File: config.mk
export PLATFORM = sky130hd
export DESIGN_NAME = gate_input_debouncer
export DESIGN_NICKNAME = d
export VERILOG_FILES = /design/src/rtl/gate_input_debouncer.sv
export SDC_FILE = /design/constraint.sdc
export NUM_CORES = 1
export LEC_CHECK = 0
export BUFFER_PORTS_ARGS = -buffer_cell sky130_fd_sc_hd__buf_2
export CAP_MARGIN = 25
export CORE_ASPECT_RATIO = 1.2
export CORE_UTILIZATION = 62
export CTS_BUF_LIST = sky130_fd_sc_hd__clkbuf_4
export CTS_CLUSTER_SIZE = 30
export DETAILED_ROUTE_END_ITERATION = 8
export GPL_TIMING_DRIVEN = 0
export PLACE_DENSITY = 0.8
export SLEW_MARGIN = 10
export SYNTH_ARGS = -nofsm -noshare
export SYNTH_HDL_FRONTEND = slang
export SYNTH_SLANG_ARGS = --single-unit
File: constraint.sdc
create_clock -name clk -period 2.25 [get_ports clk]
set_clock_uncertainty 0.05 [all_clocks]
set_input_delay 0.225 -clock clk [delete_from_list [all_inputs] [get_ports clk]]
set_output_delay 0.225 -clock clk [all_outputs]
set_load 0.05 [all_outputs]
File: src/rtl/gate_input_debouncer.sv
// Two-channel raw-input conditioner: 2-flop synchronizer plus debounce FSM per channel.
// Define EDGE_PULSE_EN to add registered one-cycle rise/fall pulses on each debounced output.
module gate_input_debouncer #(
    parameter int DEB_CYCLES = 4,
    parameter int CNT_W      = 8
) (
    input  logic clk,
    input  logic rst_n,
    input  logic a_raw,
    input  logic b_raw,
    output logic a_db,
    output logic b_db
`ifdef EDGE_PULSE_EN
    ,
    output logic a_rise,
    output logic a_fall,
    output logic b_rise,
    output logic b_fall
`endif
);

    typedef enum logic [1:0] {
        STABLE_LO = 2'd0,
        WAIT_HI   = 2'd1,
        STABLE_HI = 2'd2,
        WAIT_LO   = 2'd3
    } state_t;

    localparam logic [CNT_W-1:0] CNT_MAX = CNT_W'(DEB_CYCLES);
    localparam logic [CNT_W-1:0] CNT_ONE = CNT_W'(1);

    logic [1:0] raw_vec;
    logic [1:0] db_vec;
`ifdef EDGE_PULSE_EN
    logic [1:0] rise_vec;
    logic [1:0] fall_vec;
`endif

    assign raw_vec = {b_raw, a_raw};

    generate
        for (genvar gi = 0; gi < 2; gi++) begin : g_chan
            logic             s1_reg;
            logic             s2_reg;
            state_t           state_reg;
            state_t           state_next;
            logic [CNT_W-1:0] cnt_reg;
            logic [CNT_W-1:0] cnt_next;
            logic             db_reg;
            logic             db_next;

            always_ff @(posedge clk or negedge rst_n) begin
                if (!rst_n) begin
                    s1_reg    <= 1'b0;
                    s2_reg    <= 1'b0;
                    state_reg <= STABLE_LO;
                    cnt_reg   <= '0;
                    db_reg    <= 1'b0;
                end else begin
                    s1_reg    <= raw_vec[gi];
                    s2_reg    <= s1_reg;
                    state_reg <= state_next;
                    cnt_reg   <= cnt_next;
                    db_reg    <= db_next;
                end
            end

            // Counter only ever counts toward CNT_MAX; any reversal of s2 resets it.
            always_comb begin
                state_next = state_reg;
                cnt_next   = cnt_reg;
                db_next    = db_reg;
                case (state_reg)
                    STABLE_LO: begin
                        if (s2_reg) begin
                            state_next = WAIT_HI;
                            cnt_next   = CNT_ONE;
                        end else begin
                            cnt_next   = '0;
                        end
                    end
                    WAIT_HI: begin
                        if (!s2_reg) begin
                            state_next = STABLE_LO;
                            cnt_next   = '0;
                        end else if (cnt_reg == CNT_MAX) begin
                            state_next = STABLE_HI;
                            db_next    = 1'b1;
                            cnt_next   = '0;
                        end else begin
                            cnt_next   = cnt_reg + CNT_ONE;
                        end
                    end
                    STABLE_HI: begin
                        if (!s2_reg) begin
                            state_next = WAIT_LO;
                            cnt_next   = CNT_ONE;
                        end
                    end
                    WAIT_LO: begin
                        if (s2_reg) begin
                            state_next = STABLE_HI;
                            cnt_next   = '0;
                        end else if (cnt_reg == CNT_MAX) begin
                            state_next = STABLE_LO;
                            db_next    = 1'b0;
                            cnt_next   = '0;
                        end else begin
                            cnt_next   = cnt_reg + CNT_ONE;
                        end
                    end
                endcase
            end

            assign db_vec[gi] = db_reg;

`ifdef EDGE_PULSE_EN
            logic rise_reg;
            logic fall_reg;

            // Pulses land on the same edge as the db transition they mark.
            always_ff @(posedge clk or negedge rst_n) begin
                if (!rst_n) begin
                    rise_reg <= 1'b0;
                    fall_reg <= 1'b0;
                end else begin
                    rise_reg <= db_next & ~db_reg;
                    fall_reg <= ~db_next & db_reg;
                end
            end

            assign rise_vec[gi] = rise_reg;
            assign fall_vec[gi] = fall_reg;
`endif
        end
    endgenerate

    assign a_db = db_vec[0];
    assign b_db = db_vec[1];

`ifdef EDGE_PULSE_EN
    assign a_rise = rise_vec[0];
    assign a_fall = fall_vec[0];
    assign b_rise = rise_vec[1];
    assign b_fall = fall_vec[1];
`endif

endmodule

After elaboration in Yosys (flattened, before gate mapping)
Index checks and enable logic that the tools add are counted.
{ "totals": {"reg_bits": 26, "in_bits": 4, "output_inout_bits": 2, "elab_cells": 80} }
{ "op_classes": {"add_sub_neg": 2, "eq_ne": 24, "n_mux": 36, "n_reduce_logical": 8} }
{ "op_table": {"columns": ["cell", "count"], "rows": [
  ["two-way mux 8 bit", 8],
  ["case mux 8 bit (4 select lines)", 2],
  ["two-way mux 2 bit", 12],
  ["!= test 2 bit, second input constant", 12],
  ["adder 8 x 1 -> 8 bit, second input constant", 2],
  ["equality test 8 x 3 -> 1 bit, second input constant", 2],
  ["case mux 2 bit (4 select lines)", 2],
  ["!= test 3 bit, second input constant", 4],
  ["two-way mux 1 bit", 10],
  ["AND reduction 5 bit", 2],
  ["equality test 2 bit, second input constant", 4],
  ["AND reduction 4 bit", 2],
  ["equality test 2 x 1 -> 1 bit, second input constant", 2],
  ["zero test 2 bit", 2],
  ["case mux 1 bit (2 select lines)", 2],
  ["nonzero test 2 bit", 2]
]} }

Longest topological paths before layout
{ "depth": {"word_depth": 4, "depth_mapped": 7, "depth_no_buf": 6} }

Least setup slack after synthesis
Ideal clock, no wire load.
{ "synth_timing": {"kind": "register to register", "start": "reg g_chan[1].cnt_reg[0]", "end": "reg g_chan[1].cnt_reg[7]", "setup_time_ns": 0.071, "arrival_ns": 1.683, "required_time_ns": 2.129, "setup_slack_ns": 0.446, "stages_incl_launch_ff": 7, "n_path_buf": 0, "synth_period_minus_slack_ns": 1.804, "path_cell_list": "dfrtp_1 -> inv_1 -> ha_1 -> and4bb_1 -> a211o_1 -> or4_1 -> nand3_1"} }
{ "synth_between": {"elab_chain_cells": 4, "word_cells_on_any_way": 6, "cone_classes": "1 x add/sub; 1 x eq/ne; 4 x mux"} }
{ "synth_rtl": {"columns": ["element", "line_no", "rtl"], "rows": [
  ["start, declared", "47", "logic [CNT_W-1:0] cnt_reg;"],
  ["start signal, assigned", "63", "cnt_reg <= cnt_next;"],
  ["adder 8 x 1 -> 8 bit or equality test 8 x 3 -> 1 bit (tied branches)", null, null],
  ["two-way mux 8 bit (*)", "86, 104", null],
  ["two-way mux 8 bit, on equally long branches", "101, 83", null],
  ["case mux 8 bit (4 select lines) (*)", "73", "case (state_reg)"]
]} }
Every way passes the cells marked *; elsewhere a longest branch is shown, timed or not.
A chain may end at the register's enable or synchronous reset.

Final worst setup path
Ends and elaborated chain as after synthesis.

==> flow_metrics.tcl <==
set metrics [dict create \
    worstRegToRegCells 6 \
    finalSetupTns_ps 0 \
    drv_slew 0 \
    worstPathCellList "inv_1, ha_1, and4bb_1, a211oi_1, o211ai_1, nand3_1" \
    r2r-end "g_chan[1].cnt_reg[7]" \
    synth-edff-count 0 \
    cts-root-buf "clkbuf_4" \
    final_util 0.740 \
    cts_tree "yes" \
    hold_path.startpoint "g_chan[1].s1_reg" \
    cts_made_buffers 3 \
    cp_max_fo 8 \
    switching_power_mw 0.426 \
    cp_slowest_cell "a211oi_1" \
    start_util 0.684 \
    setup_viol 0 \
    clk_latency_ps 310 \
    p_leak_nw 0.664 \
    holdCritPathClass "flip-flop to flip-flop" \
    ir_drop_mv 0.839 \
    p_total_mw 1.17 \
    cts_buffer_depth 2 \
    path_buf_inv 1 \
    detail_route.iter0.violations 21 \
    grt_max_degree 27 \
    drc_errors 1 \
    place.gp.congestion 0.846 \
    ctsHtreeMaxLevel 1 \
    yosys_warnings 0 \
    antenna_found_initial 0 \
    syn_to_final_growth_pct 8.12 \
    p_per_area_nw_per_um2 839 \
    seqPwrFrac 0.514 \
    power_frac_comb 0.323 \
    nFillCells 127 \
    yosys.cell_types.count 31 \
    fin_ws_ps 181 \
    dr.pass1.iters 6 \
    layout_commonest_cell "dfrtp_1" \
    ys.flop_type "dfrtp_1" \
    switching_share 0.363 \
    path_delay_family "compound AO/OA/AOI/OAI gates" \
    syn_inst 132 \
    cts.clk_slew.worst_paths_ps 130 \
    largest_reg_flops 16 \
    yosys-top-cells-area "dfrtp_1 50%, a22o_1 5.4%, a21oi_1 3.9%" \
    die_area_um2 2280 \
    die_x_um 43.7 \
    core_area_um2 1890 \
    place_ws_ps 199 \
    ys_seq_area_frac 0.502 \
    violations "design-rule violations" \
    synth_top_area_frac 0.502 \
    grt_pass1_vias 936 \
    synth_nets 140 \
    worst_hold_path.num_cells 0 \
    synth_top_family_by_area "simple AND/OR/NAND/NOR gates" \
    grt_setup_unrepaired "no" \
    critical_path.max_stage_delay_ps 750 \
    num_rows 17 \
    vias_per_cell 6.26 \
    fin_cells 163 \
    status "finished, violations left" \
    endpoint_kind "flip-flop" \
    grt_overflow 0 \
    post_drt_wl_per_cell_um 14.4 \
    critPathArrivalTime_ps 2270 \
    grt_usage 0.241 \
    layout-drive-gt1-share 0.111 \
    slew_headroom 0.382 \
    diodes 0 \
    internal_power_mw 0.749 \
    hold_violations 0 \
    synth-compound-area-share 0.192 \
    cts.sinks 26 \
    synth-seq-cells 26 \
    die_h_um 52.1 \
    ios 6 \
    synthAdderAreaFrac 0.0386 \
    start_kind "flip-flop" \
    async_flop_share 1.00 \
    tightestPinTransition_ps 921 \
    syn_area_per_cell_um2 9.81 \
    period_minus_slack_ps 2070 \
    ant_nets 0 \
    muxShareOfSynthArea 0.00870 \
    mostFrequentLayoutCells "26 x dfrtp_1, 12 x nand2_1, 10 x nor2_1, 10 x a21oi_1, 9 x nand3_1" \
    syn_area_um2 1290 \
    fmax_mhz 483 \
    r2r_start "g_chan[1].cnt_reg[0]" \
    finalCritPeriodShare 0.919 \
    worst-r2r-setup-slack_ps 180 \
    grt_pass1_wl_mm 4.00 \
    portBuffers 5 \
    min_to "g_chan[1].s2_reg" \
    dp_hpwl_mm 1.66 \
    synth.largest_area_cell "dfrtp_1" \
    cp.required_ps 2450 \
    finalWirelength_mm 2.35 \
    dp_cells 156 \
    synth_xor_area_frac 0.0203 \
    path_class "flip-flop to flip-flop" \
    yosys.area_share.simple 0.202 \
    drv_cap 0 \
    vias 1020 \
    clockPowerShare 0.163 \
    final_nets 153 \
]
## logic make-up after synthesis
| group | count (synthesis) |
|---|---|
| AOI/OAI and AO/OA | 37 |
| xor gates and xnor gates | 3 |
| adders and majority gates | 4 |
| buffers and inverters | 11 |
| DFF | 26 |
| muxes | 1 |
| and+or+nand+nor | 50 |
## worst reg2reg max path, cell delays in order, from the launching register on
cell,delay [ps]
dfrtp_1,420
inv_1,60
ha_1,180
and4bb_1,220
a211oi_1,760
o211ai_1,180
nand3_1,140
## cell type report
cell class	count	area, um^2	share of cell area
Buffer	3	16.3	0.0116
Clock buffer	3	22.5	0.0161
Clock inverter	1	3.75	0.00268
Inverter	8	30.0	0.0214
Multi-Input combinational cell	95	598	0.427
Sequential cell	26	651	0.465
Tap cell	19	23.8	0.0170
Timing Repair Buffer	8	55.1	0.0393
## worst max-delay path by stage
stage / from / to / cells past startpoint
after floorplan: g_chan[1].cnt_reg[0] / g_chan[1].cnt_reg[7] / 6
after global placement: g_chan[1].cnt_reg[0] / g_chan[1].cnt_reg[7] / 6
after detailed placement: g_chan[1].cnt_reg[0] / g_chan[1].cnt_reg[7] / 6
after CTS: g_chan[1].cnt_reg[0] / g_chan[1].cnt_reg[7] / 6
after global routing: g_chan[1].cnt_reg[0] / g_chan[1].cnt_reg[5] / 6
final: g_chan[1].cnt_reg[0] / g_chan[1].cnt_reg[7] / 6
## power by group through the flow
stage / Combinational [mW] / Clock (mW) / Sequential [mW]
final: 0.380 / 0.191 / 0.604
after global routing: 0.425 / 0.216 / 0.619
after CTS: 0.376 / 0.204 / 0.604
after detailed placement: 0.369 / 0 / 0.613
after global placement: 0.352 / 0 / 0.610
after floorplan: 0.276 / 0 / 0.612
## synth_stat cells (2+ instances only)
master     n
a211oi_1   2
ha_1       4
nand3b_1   2
nand3_1    9
a21oi_1   10
xnor2_1    3
o211ai_1   2
or3_2      2
dfrtp_1   26
a21o_1     2
a22o_1     8
o221ai_1   2
nor3_1     3
o21ai_1    2
and3_1     4
nor2b_1    3
nor2_1    10
or2_2      2
inv_1      8
o21ai_0    4
o22ai_1    3
nand2_1   12
## metal layers
metal,routed length (um),track usage,vias to the layer above
met2,1240,0.430,16
met4,48,0.135,0
met1,1020,0.275,493
met3,36,0.0243,6
li1,-,-,505
met5,0,0,-
## metrics by stage
step	hold WS, ps	cell area, um^2
2_1_floorplan	-121	1290
3_3_place_gp	194	1340
3_5_place_dp	200	1340
4_1_cts	321	1400
5_1_grt	325	1400
6_report	318	1400
## what timing repair did
action,CTS,global route
buffers inserted,0,0
hold endpoints to repair,28,0
hold buffers,3,0
gates resized for setup,0,0
(Power assumes the default switching activity.)
